[src/rtl/rx78_pkg.sv]
// rtl/rx78_pkg.sv - shared VRAM geometry, arbiter state encoding and plane indices
package rx78_pkg;

  localparam int VRAM_ADDR_W = 13;
  localparam int VRAM_DATA_W = 8;
  localparam int VRAM_PLANES = 6;

  typedef enum logic [1:0] {
    IDLE      = 2'd0,
    VID_LAT   = 2'd1,
    CPU_LAT   = 2'd2,
    CPU_WDONE = 2'd3
  } vram_state_e;

  // Bank mask bit i selects plane i: fg planes first, then bg.
  localparam int FG1 = 0;
  localparam int FG2 = 1;
  localparam int FG3 = 2;
  localparam int BG1 = 3;
  localparam int BG2 = 4;
  localparam int BG3 = 5;

endpackage

[src/rtl/vram_arbiter_if.sv]
// rtl/vram_arbiter_if.sv - CPU, video-fetch and plane-RAM signals of the VRAM arbiter
interface vram_arbiter_if import rx78_pkg::*; #(
  parameter int ADDR_W = VRAM_ADDR_W,
  parameter int DATA_W = VRAM_DATA_W,
  parameter int PLANES = VRAM_PLANES
) ();

  logic                     cpu_req;
  logic                     cpu_wr;
  logic [ADDR_W-1:0]        cpu_addr;
  logic [DATA_W-1:0]        cpu_din;
  logic [PLANES-1:0]        rd_bank;
  logic [PLANES-1:0]        wr_bank;
  logic [DATA_W-1:0]        cpu_dout;
  logic                     cpu_ack;
  logic                     cpu_wait_n;
  logic                     vid_req;
  logic [ADDR_W-1:0]        vid_addr;
  logic [PLANES*DATA_W-1:0] vid_data;
  logic                     vid_valid;
  logic                     vid_overrun;
  logic [ADDR_W-1:0]        mem_addr;
  logic [DATA_W-1:0]        mem_din;
  logic [PLANES-1:0]        mem_we;
  logic [PLANES*DATA_W-1:0] mem_q;

  modport slave (
    input  cpu_req, cpu_wr, cpu_addr, cpu_din, rd_bank, wr_bank,
    output cpu_dout, cpu_ack, cpu_wait_n,
    input  vid_req, vid_addr,
    output vid_data, vid_valid, vid_overrun,
    output mem_addr, mem_din, mem_we,
    input  mem_q
  );

  modport master (
    output cpu_req, cpu_wr, cpu_addr, cpu_din, rd_bank, wr_bank,
    input  cpu_dout, cpu_ack, cpu_wait_n,
    output vid_req, vid_addr,
    input  vid_data, vid_valid, vid_overrun,
    input  mem_addr, mem_din, mem_we,
    output mem_q
  );

endinterface

[src/rtl/vram_plane_mux.sv]
// rtl/vram_plane_mux.sv - OR of the plane bytes selected by the CPU read bank mask
module vram_plane_mux import rx78_pkg::*; #(
  parameter int DATA_W = VRAM_DATA_W,
  parameter int PLANES = VRAM_PLANES
) (
  input  logic [PLANES*DATA_W-1:0] i_mem_q,
  input  logic [PLANES-1:0]        i_rd_bank,
  output logic [DATA_W-1:0]        o_rd_byte
);

  always_comb begin
    o_rd_byte = '0;
    for (int i = 0; i < PLANES; i++) begin
      if (i_rd_bank[i]) o_rd_byte = o_rd_byte | i_mem_q[i*DATA_W +: DATA_W];
    end
  end

endmodule

[src/rtl/vram_arbiter.sv]
// rtl/vram_arbiter.sv - time-shares the single-port VRAM planes between the Z80 and video fetch
module vram_arbiter import rx78_pkg::*; #(
  parameter int ADDR_W = VRAM_ADDR_W,
  parameter int DATA_W = VRAM_DATA_W,
  parameter int PLANES = VRAM_PLANES
) (
  input  logic           clk,
  input  logic           reset,
  vram_arbiter_if.slave  bus
);

  vram_state_e              r_state;
  logic                     r_vid_pend;
  logic [ADDR_W-1:0]        r_vid_addr_q;
  logic                     r_cpu_prio;
  logic                     r_cpu_done;
  logic                     r_vid_overrun;
  logic                     r_cpu_ack;
  logic                     r_vid_valid;
  logic [DATA_W-1:0]        r_cpu_dout;
  logic [PLANES*DATA_W-1:0] r_vid_data;

  logic                     w_cpu_pend;
  logic                     w_idle;
  logic                     w_issue_vid;
  logic                     w_issue_rd;
  logic                     w_issue_wr;
  logic [DATA_W-1:0]        w_rd_byte;

  // Once acked, the CPU must drop req before it is seen as a new access.
  assign w_cpu_pend  = bus.cpu_req & ~r_cpu_done;
  assign w_idle      = (r_state == IDLE) & ~reset;
  assign w_issue_vid = w_idle & r_vid_pend & ~(r_cpu_prio & w_cpu_pend);
  assign w_issue_rd  = w_idle & ~w_issue_vid & w_cpu_pend & ~bus.cpu_wr;
  assign w_issue_wr  = w_idle & ~w_issue_vid & w_cpu_pend & bus.cpu_wr;

  // The RAM registers its address at the end of the issue cycle, so the
  // memory side is driven straight from the issue decision.
  always_comb begin
    bus.mem_addr = '0;
    bus.mem_din  = '0;
    bus.mem_we   = '0;
    if (w_issue_vid) begin
      bus.mem_addr = r_vid_addr_q;
    end else if (w_issue_rd || w_issue_wr) begin
      bus.mem_addr = bus.cpu_addr;
    end
    if (w_issue_wr) begin
      bus.mem_din = bus.cpu_din;
      bus.mem_we  = bus.wr_bank;
    end
  end

  vram_plane_mux #(
    .DATA_W (DATA_W),
    .PLANES (PLANES)
  ) u_plane_mux (
    .i_mem_q   (bus.mem_q),
    .i_rd_bank (bus.rd_bank),
    .o_rd_byte (w_rd_byte)
  );

  always_ff @(posedge clk) begin
    if (reset) begin
      r_state       <= IDLE;
      r_vid_pend    <= 1'b0;
      r_vid_addr_q  <= '0;
      r_cpu_prio    <= 1'b0;
      r_cpu_done    <= 1'b0;
      r_vid_overrun <= 1'b0;
      r_cpu_ack     <= 1'b0;
      r_vid_valid   <= 1'b0;
      r_cpu_dout    <= '0;
      r_vid_data    <= '0;
    end else begin
      r_cpu_ack   <= 1'b0;
      r_vid_valid <= 1'b0;
      if (!bus.cpu_req) r_cpu_done <= 1'b0;

      // A request only counts as lost if the previous one is still unissued.
      if (bus.vid_req) begin
        r_vid_pend   <= 1'b1;
        r_vid_addr_q <= bus.vid_addr;
        if (r_vid_pend && !w_issue_vid) r_vid_overrun <= 1'b1;
      end else if (w_issue_vid) begin
        r_vid_pend <= 1'b0;
      end

      case (r_state)
        IDLE: begin
          if (w_issue_vid)     r_state <= VID_LAT;
          else if (w_issue_rd) r_state <= CPU_LAT;
          else if (w_issue_wr) r_state <= CPU_WDONE;
        end
        VID_LAT: begin
          r_vid_data  <= bus.mem_q;
          r_vid_valid <= 1'b1;
          r_cpu_prio  <= w_cpu_pend;
          r_state     <= IDLE;
        end
        CPU_LAT: begin
          r_cpu_dout <= w_rd_byte;
          r_cpu_ack  <= 1'b1;
          r_cpu_done <= 1'b1;
          r_cpu_prio <= 1'b0;
          r_state    <= IDLE;
        end
        CPU_WDONE: begin
          r_cpu_ack  <= 1'b1;
          r_cpu_done <= 1'b1;
          r_cpu_prio <= 1'b0;
          r_state    <= IDLE;
        end
        default: r_state <= IDLE;
      endcase
    end
  end

  assign bus.cpu_dout    = r_cpu_dout;
  assign bus.cpu_ack     = r_cpu_ack;
  assign bus.cpu_wait_n  = ~w_cpu_pend;
  assign bus.vid_data    = r_vid_data;
  assign bus.vid_valid   = r_vid_valid;
  assign bus.vid_overrun = r_vid_overrun;

endmodule

[src/flat_wrapper.sv]
// flat-port wrapper written by rule: the top's interface ports become plain ports
module vram_arbiter_flat import rx78_pkg::*;
#(
  parameter int ADDR_W = VRAM_ADDR_W,
  parameter int DATA_W = VRAM_DATA_W,
  parameter int PLANES = VRAM_PLANES
)
  (clk, reset, bus_cpu_req, bus_cpu_wr, bus_cpu_addr, bus_cpu_din, bus_rd_bank, bus_wr_bank, bus_cpu_dout, bus_cpu_ack, bus_cpu_wait_n, bus_vid_req, bus_vid_addr, bus_vid_data, bus_vid_valid, bus_vid_overrun, bus_mem_addr, bus_mem_din, bus_mem_we, bus_mem_q);
  vram_arbiter_if #(.ADDR_W(ADDR_W), .DATA_W(DATA_W), .PLANES(PLANES)) bus_i ();
  input  logic clk;
  input  logic reset;
  input wire logic [$bits(bus_i.cpu_req)-1:0] bus_cpu_req;
  input wire logic [$bits(bus_i.cpu_wr)-1:0] bus_cpu_wr;
  input wire logic [$bits(bus_i.cpu_addr)-1:0] bus_cpu_addr;
  input wire logic [$bits(bus_i.cpu_din)-1:0] bus_cpu_din;
  input wire logic [$bits(bus_i.rd_bank)-1:0] bus_rd_bank;
  input wire logic [$bits(bus_i.wr_bank)-1:0] bus_wr_bank;
  output wire logic [$bits(bus_i.cpu_dout)-1:0] bus_cpu_dout;
  output wire logic [$bits(bus_i.cpu_ack)-1:0] bus_cpu_ack;
  output wire logic [$bits(bus_i.cpu_wait_n)-1:0] bus_cpu_wait_n;
  input wire logic [$bits(bus_i.vid_req)-1:0] bus_vid_req;
  input wire logic [$bits(bus_i.vid_addr)-1:0] bus_vid_addr;
  output wire logic [$bits(bus_i.vid_data)-1:0] bus_vid_data;
  output wire logic [$bits(bus_i.vid_valid)-1:0] bus_vid_valid;
  output wire logic [$bits(bus_i.vid_overrun)-1:0] bus_vid_overrun;
  output wire logic [$bits(bus_i.mem_addr)-1:0] bus_mem_addr;
  output wire logic [$bits(bus_i.mem_din)-1:0] bus_mem_din;
  output wire logic [$bits(bus_i.mem_we)-1:0] bus_mem_we;
  input wire logic [$bits(bus_i.mem_q)-1:0] bus_mem_q;
  assign bus_i.cpu_req = bus_cpu_req;
  assign bus_i.cpu_wr = bus_cpu_wr;
  assign bus_i.cpu_addr = bus_cpu_addr;
  assign bus_i.cpu_din = bus_cpu_din;
  assign bus_i.rd_bank = bus_rd_bank;
  assign bus_i.wr_bank = bus_wr_bank;
  assign bus_cpu_dout = bus_i.cpu_dout;
  assign bus_cpu_ack = bus_i.cpu_ack;
  assign bus_cpu_wait_n = bus_i.cpu_wait_n;
  assign bus_i.vid_req = bus_vid_req;
  assign bus_i.vid_addr = bus_vid_addr;
  assign bus_vid_data = bus_i.vid_data;
  assign bus_vid_valid = bus_i.vid_valid;
  assign bus_vid_overrun = bus_i.vid_overrun;
  assign bus_mem_addr = bus_i.mem_addr;
  assign bus_mem_din = bus_i.mem_din;
  assign bus_mem_we = bus_i.mem_we;
  assign bus_i.mem_q = bus_mem_q;
  vram_arbiter #(.ADDR_W(ADDR_W), .DATA_W(DATA_W), .PLANES(PLANES)) u_core (.clk(clk), .reset(reset), .bus(bus_i));
endmodule
[config.mk]
export PLATFORM = sky130hd
export DESIGN_NAME = vram_arbiter_flat
export DESIGN_NICKNAME = d
export VERILOG_FILES = /design/src/rtl/rx78_pkg.sv /design/src/rtl/vram_arbiter_if.sv /design/src/rtl/vram_plane_mux.sv /design/src/rtl/vram_arbiter.sv /design/src/flat_wrapper.sv
export SDC_FILE = /design/constraint.sdc
export NUM_CORES = 1
export LEC_CHECK = 0
export BUFFER_PORTS_ARGS = -buffer_cell sky130_fd_sc_hd__buf_2
export CAP_MARGIN = 20
export CORE_MARGIN = 10
export CORE_UTILIZATION = 40
export CTS_CLUSTER_DIAMETER = 100
export DETAILED_ROUTE_END_ITERATION = 7
export MAX_ROUTING_LAYER = met4
export PLACE_DENSITY = 0.77
export SKIP_CTS_REPAIR_TIMING = 1
export SYNTH_ARGS = -nofsm -noshare
export SYNTH_HDL_FRONTEND = slang
export SYNTH_SLANG_ARGS = --single-unit
export TNS_END_PERCENT = 30
[constraint.sdc]
create_clock -name clk -period 1.25 [get_ports clk]
set_input_delay 0.0625 -clock clk [delete_from_list [all_inputs] [get_ports clk]]
set_output_delay 0.0625 -clock clk [all_outputs]
set_load 0.1 [all_outputs]
Word-level counts from Yosys, hierarchy flattened. Index checks and enable logic that the tools add are counted.

Register bits: 77. Bits in latches: 0. RAM bits: 0. Bits in read-only memories: 0. Output and inout port bits: 87. Logic and storage cells: 65. Memories kept: 0.

Add/subtract/negate cells: 0. Multiply operators: 0. Divide/modulo/power cells: 0. Magnitude comparators: 0. Equal/unequal tests: 5. Shifts and indexed selects: 0. Multiplexer cells: 21. Bitwise gates (word level): 20. Reduce and logical (&&, ||, !) cells: 9.

Operators with widths (number): 8-bit 2-to-1 mux (7); 8-bit OR (5); 13-bit 2-to-1 mux (2); 1-bit AND (9); 1-bit 2-to-1 mux (6); 2-bit 2-to-1 mux (3); 6-bit 2-to-1 mux (1); 1-bit inverter (6); 2-bit == test, second input constant (2); 4-bit by 1-bit != test with 1-bit output, second input constant (1); 2-bit one-hot mux with 2 select lines (1); 2-bit nonzero test (2); 3-bit OR reduction (1); 2-bit by 1-bit == test with 1-bit output, second input constant (1); 2-bit zero test (1); 2-bit != test, second input constant (1); 1-bit one-hot mux with 2 select lines (1); 2-bit AND reduction (1); 2-bit OR reduction (1); 1-bit logical AND (1); 1-bit zero test (1); 1-bit logical OR (1).

Longest topological paths before layout.
Depth after elaboration: 13. Depth in mapped cells: 5.

Modules after synthesis. A second synthesis with hierarchy kept.

Cell total of the unflattened synthesis: 408. Area total of the unflattened synthesis: 3339.5 µm².

Modules (own cells, without submodules): vram_arbiter (instances 1, cells each 370, area each 3041.7 µm², seq. area each 1541.5 µm²); vram_plane_mux (instances 1, cells each 38, area each 297.8 µm², seq. area each 0.0 µm²).

Worst setup path before layout. OpenSTA, ideal clock, no wires.

Path kind: flip-flop to output port. Start point: register u_core.r_state[1]. End point: output bus_mem_addr[2]. Data arrival time: 3.062 ns. Required time: 1.188 ns. Setup slack: -1.875 ns. Cell stages (with the launch flop): 5. Buffers on the path: 1. Cells stage by stage: dfxtp_1 -> nor3_4 -> buf_2 -> nand2_1 -> o21ai_0.

Word-level cells in the longest chain between the ends: 11.

RTL lines: start, declared (RTL line vram_arbiter.sv:12) `vram_state_e r_state;`; start signal, assigned (RTL line vram_arbiter.sv:65) `r_state <= IDLE;`; start signal, assigned (RTL line vram_arbiter.sv:91) `if (w_issue_vid) r_state <= VID_LAT;`; start signal, assigned (RTL line vram_arbiter.sv:92) `else if (w_issue_rd) r_state <= CPU_LAT;`; 2-bit zero test * (RTL line vram_arbiter.sv:32) `assign w_idle = (r_state == IDLE) & ~reset;`; 1-bit AND * (RTL line vram_arbiter.sv:32); 1-bit AND (2 in a row) (RTL line vram_arbiter.sv:33) `assign w_issue_vid = w_idle & r_vid_pend & ~(r_cpu_prio & w_cpu_pend);`; 1-bit inverter (RTL line vram_arbiter.sv:34, vram_arbiter.sv:35); 1-bit AND (2 in a row) (RTL line vram_arbiter.sv:34, vram_arbiter.sv:35); 1-bit AND (on tied branches) (RTL line vram_arbiter.sv:34, vram_arbiter.sv:35); 1-bit logical OR (RTL line vram_arbiter.sv:45) `end else if (w_issue_rd || w_issue_wr) begin`; 13-bit 2-to-1 mux (RTL line vram_arbiter.sv:45); 13-bit 2-to-1 mux * (RTL line vram_arbiter.sv:43) `if (w_issue_vid) begin`; end, declared (RTL line flat_wrapper.sv:26) `output wire logic [$bits(bus_i.mem_addr)-1:0] bus_mem_addr;`.

Mark *: on every way between the ends. The rest lies on a longest branch, timed or not.

Worst setup path after layout.
Start point: register u_core.r_state[0]. End point: output bus_mem_din[7].

Word-level cells in the longest chain between the ends: 9.

RTL lines: 2-bit zero test * (RTL line vram_arbiter.sv:32); 1-bit AND * (RTL line vram_arbiter.sv:32); 1-bit AND (2 in a row) (RTL line vram_arbiter.sv:33); 1-bit inverter (RTL line vram_arbiter.sv:35) `assign w_issue_wr = w_idle & ~w_issue_vid & w_cpu_pend & bus.cpu_wr;`; 1-bit AND * (3 in a row) (RTL line vram_arbiter.sv:35); 8-bit 2-to-1 mux * (RTL line vram_arbiter.sv:48) `if (w_issue_wr) begin`; end, declared (RTL line flat_wrapper.sv:27) `output wire logic [$bits(bus_i.mem_din)-1:0] bus_mem_din;`.

Marks and branches as above.

==> results by group <==
Critical path
  • Startpoint of the worst register-to-register path: u_core.r_state[0]$_SDFFE_PP0P_
  • Max stage delay on crit path: between 0.3 and 0.4 ns
  • Worst r2r path cells: 4
  • Buffers plus inverters on the worst setup path: 1
  • R2r endpoint: u_core.bus.vid_overrun$_SDFFE_PP0P_
  • Critical Path Fanout Max: 15
  • Cell family contributing the most delay on the critical path: simple AND/OR/NAND/NOR gates
  • Master of the slowest instance on the critical path: sky130_fd_sc_hd__o2111a_2
  • Type of origin of the critical path: flop
  • Worst path arrival time: 1.66 ns
  • Critical-path cell list: nor3_4 -> o2111a_2 -> and2_2 -> buf_12
  • Category of the critical setup timing path: reg -> out
  • Flop-to-flop setup slack: -0.09 ns
  • Capturing element type of the critical path: primary output
  • Data required time at the worst endpoint: 1.19 ns

Floorplan
  • Floorplan die width: 110 um
  • Initial core utilization: 0.416
  • Height of the die: 110 um
  • Core box area: 0.00785 sq mm
  • Number of primary I/O pins: 186
  • Number of core rows: 32
  • Die outline area: roughly 0.012 sq mm

Routing
  • Via Count: 3892
  • Total wire length: about 14000 um
  • Count of unresolved DRC violations after routing: 0
  • Detail Route Antenna Nets: 0
  • Detailed router's first-iteration violation count: approximately 260
  • Via density per instance: 5.27
  • Mean routed wirelength per cell: 19.0 um
  • First-pass iteration count of the detailed router: 5

Power
  • Total power: 0.00725 W
  • Worst ir drop on vdd: 0.757 mV
  • Power Density: 1260 mW/mm^2
  • Leakage power total: around 2.5 nW

Timing
  • Clock period minus worst slack: around 1.7 ns
  • Final setup slack of the worst path: -0.474 ns
  • Upper clock frequency limit: 580 MHz
  • Final-layout worst hold slack: -0.0391 ns
  • Final clock period utilization by the worst path: 1.38
  • Worst max-slew margin expressed relative to the limit: 0.411
  • Final setup violation count: 38
  • Total count of max-transition violations in the final report: 0
  • Setup repair after global routing missed its margin: true
  • Actual slew at the worst max-slew pin: 0.884 ns
  • Final count of hold timing violations: 7
  • Worst clock skew: 0.00790 ns

Global routing
  • Global-route usage over all layers: 0.204
  • Vias in the first global route: ~3500
  • Maximum number of pins on one net before global-route repair: 76
  • Total global routing overflow: 0
  • Global-route wire length before repair: 18600 um
  • Number of antenna violations at the first check in global routing: 2

Logic synthesis
  • Total of warnings raised by yosys: 0
  • Post-Synthesis Cells: 401
  • Mean instance size in the synthesized netlist: 8.13 sq um
  • Yosys reg bits: 77
  • Unique cell type count in the Yosys netlist: 29
  • Netlist area before placement: 0.00326 sq mm
  • Portion of the post-synthesis area used by sequential elements: 0.473
  • Synthesized Nets: 500

Placement
  • Final weighted congestion of routability-driven global placement: around 0.85
  • Post-place instance area: 0.00496 sq mm
  • Count of port buffers added during placement: about 190
  • DP HPWL: 9970 um

Job
  • Number of maximum-capacitance constraint violations: 0

Outcome
  • Violations in the final reports: negative hold slack, negative setup slack
  • Status: finished with violations

Cells and area
  • Area of all placed cells without fillers: roughly 0.0057 sq mm
  • Share of layout cells above drive strength 1: 0.427
  • Most used cells in the layout excluding fill and tap cells: 156 x sky130_fd_sc_hd__buf_2, 109 x sky130_fd_sc_hd__nand2_1, 74 x sky130_fd_sc_hd__dfxtp_1, 48 x sky130_fd_sc_hd__dlygate4sd3_1, 34 x sky130_fd_sc_hd__a21oi_1
  • Post-synthesis to final-layout area growth: 75.9%
  • Nets: 728
  • Number of fill cells in the layout: 562
  • Commonest non-fill, non-tap cell in the layout: sky130_fd_sc_hd__buf_2

Clock network
  • Root cell of the clock tree: sky130_fd_sc_hd__clkbuf_8
  • Clock Latency Late Sink: around 0.34 ns
  • Clock sink count: 77
  • Clock slew at reported path FFs: roughly 0.080 ns
  • TritonCTS clock tree: yes
  • CTS H-tree depth: 3
  • Number of buffers between clock root and the deepest sink: 2
  • Number of buffers inserted during clock tree synthesis: 9

Worst hold path
  • Depth of the worst hold-timing path: 3
  • Terminating pin of the worst hold path: u_core.r_vid_addr_q[7]$_SDFFE_PP0P_
  • Worst hold path startpoint: bus_vid_addr[7]
  • Worst hold-check path type: in -> reg
==> worst max path at each step <==
stage | start | slack (ns) | to | cells after the start
final | u_core.r_state[0]$_SDFFE_PP0P_ | -0.47 | bus_mem_din[7] | 4
after detailed placement | u_core.r_state[0]$_SDFFE_PP0P_ | -0.13 | bus_mem_addr[10] | 5
after CTS | u_core.r_state[0]$_SDFFE_PP0P_ | -0.51 | bus_mem_addr[10] | 5
after global placement | u_core.r_state[0]$_SDFFE_PP0P_ | -0.07 | bus_mem_addr[5] | 5
after global routing | u_core.r_state[0]$_SDFFE_PP0P_ | -0.56 | bus_mem_din[7] | 4
after floorplan | u_core.r_cpu_prio$_SDFFE_PP0P_ | -0.29 | bus_mem_addr[0] | 4
==> final cells by class <==
cell class	count	area (sq um)	share of cell area
Timing Repair Buffer	253	2040	0.355
Multi-Input combinational cell	284	1800	0.313
Sequential cell	77	1550	0.269
Clock buffer	11	131	0.0229
Tap cell	102	128	0.0222
Clock inverter	5	82.6	0.0144
Inverter	4	15.0	0.00262
Antenna cell	2	5.00	0.000872
==> registers in the layout (all words and copies together), names as in the netlist <==
register                flops
u_core.r_vid_pend           1
u_core.r_state              2
u_core.r_vid_addr_q        13
u_core.bus.vid_overrun      1
u_core.bus.vid_valid        1
u_core.bus.cpu_ack          1
u_core.r_cpu_done           1
u_core.bus.cpu_dout         8
u_core.bus.vid_data        48
u_core.r_cpu_prio           1
==> worst reg2reg max path: stages, from the launching register on <==
cell and delay [ns]:
sky130_fd_sc_hd__dfxtp_2 0.34, sky130_fd_sc_hd__buf_4 0.15, sky130_fd_sc_hd__or3_1 0.40, sky130_fd_sc_hd__o211ai_1 0.20, sky130_fd_sc_hd__a21oi_1 0.09
==> cells by family (layout without fill, tap and decap cells) <==
kind of cell           Yosys count  count (layout)  synth area share
AO/OA/AOI/OAI                  113             113             0.226
multiplexers                    14              14            0.0430
AND/OR/NAND/NOR                157             157             0.204
buffers and inverters           40             273            0.0548
other                            0               2                 0
flip-flops                      77              77             0.473
==> synthesized netlist by cell type <==
| cell | n | share of area |
|---|---|---|
| sky130_fd_sc_hd__a21oi_1 | 51 | 0.078 |
| sky130_fd_sc_hd__a221oi_1 | 8 | 0.021 |
| sky130_fd_sc_hd__a22o_1 | 8 | 0.021 |
| sky130_fd_sc_hd__a22oi_1 | 8 | 0.018 |
| sky130_fd_sc_hd__a311oi_1 | 8 | 0.021 |
| sky130_fd_sc_hd__and2_1 | 14 | 0.027 |
| sky130_fd_sc_hd__and2b_1 | 1 | 0.0023 |
| sky130_fd_sc_hd__and3_1 | 1 | 0.0019 |
| sky130_fd_sc_hd__and3b_1 | 1 | 0.0027 |
| sky130_fd_sc_hd__buf_1 | 1 | 0.0011 |
| sky130_fd_sc_hd__buf_2 | 7 | 0.011 |
| sky130_fd_sc_hd__buf_4 | 5 | 0.012 |
| sky130_fd_sc_hd__clkbuf_1 | 22 | 0.025 |
| sky130_fd_sc_hd__clkbuf_2 | 1 | 0.0015 |
| sky130_fd_sc_hd__dfxtp_1 | 77 | 0.47 |
| sky130_fd_sc_hd__inv_1 | 4 | 0.0046 |
| sky130_fd_sc_hd__mux2i_1 | 14 | 0.043 |
| sky130_fd_sc_hd__nand2_1 | 109 | 0.13 |
| sky130_fd_sc_hd__nand2b_1 | 2 | 0.0038 |
| sky130_fd_sc_hd__nor2_1 | 23 | 0.026 |
| sky130_fd_sc_hd__nor2b_1 | 3 | 0.0058 |
| sky130_fd_sc_hd__nor3_1 | 1 | 0.0015 |
| sky130_fd_sc_hd__nor3_4 | 1 | 0.0050 |
| sky130_fd_sc_hd__o2111a_2 | 1 | 0.0038 |
| sky130_fd_sc_hd__o2111ai_1 | 13 | 0.035 |
| sky130_fd_sc_hd__o211ai_1 | 1 | 0.0023 |
| sky130_fd_sc_hd__o21ai_0 | 14 | 0.021 |
| sky130_fd_sc_hd__o21bai_1 | 1 | 0.0023 |
| sky130_fd_sc_hd__or3_1 | 1 | 0.0019 |
==> metal layers <==
| metal | share of wire | routed length [um] | track usage | vias up |
|---|---|---|---|---|
| li1 | - | - | - | 1845 |
| met1 | 0.36 | 5060 | 0.235 | 1798 |
| met2 | 0.51 | 7120 | 0.334 | 209 |
| met3 | 0.096 | 1340 | 0.0534 | 40 |
| met4 | 0.034 | 473 | 0.0734 | 0 |
| met5 | 0 | 0 | - | - |
==> through the flow <==
step                      TNS (ns)  std cells  setup WS [ns]   util
after floorplan              -7.04        401         -0.286      -
after global placement      -0.989        672        -0.0671  0.632
after detailed placement     -2.51        672         -0.134  0.632
after CTS                   -13.39        688         -0.515  0.659
after global routing        -16.94        738         -0.556  0.731
final                       -12.28        738         -0.474  0.731
==> power by group <==
group	switching, W	internal [W]
sequential	0.0000830	0.00260
combinational	0.00177	0.000722
clock	0.000938	0.00114
total	0.00279	0.00446
No activity file was read; power rests on OpenSTA's default activity.
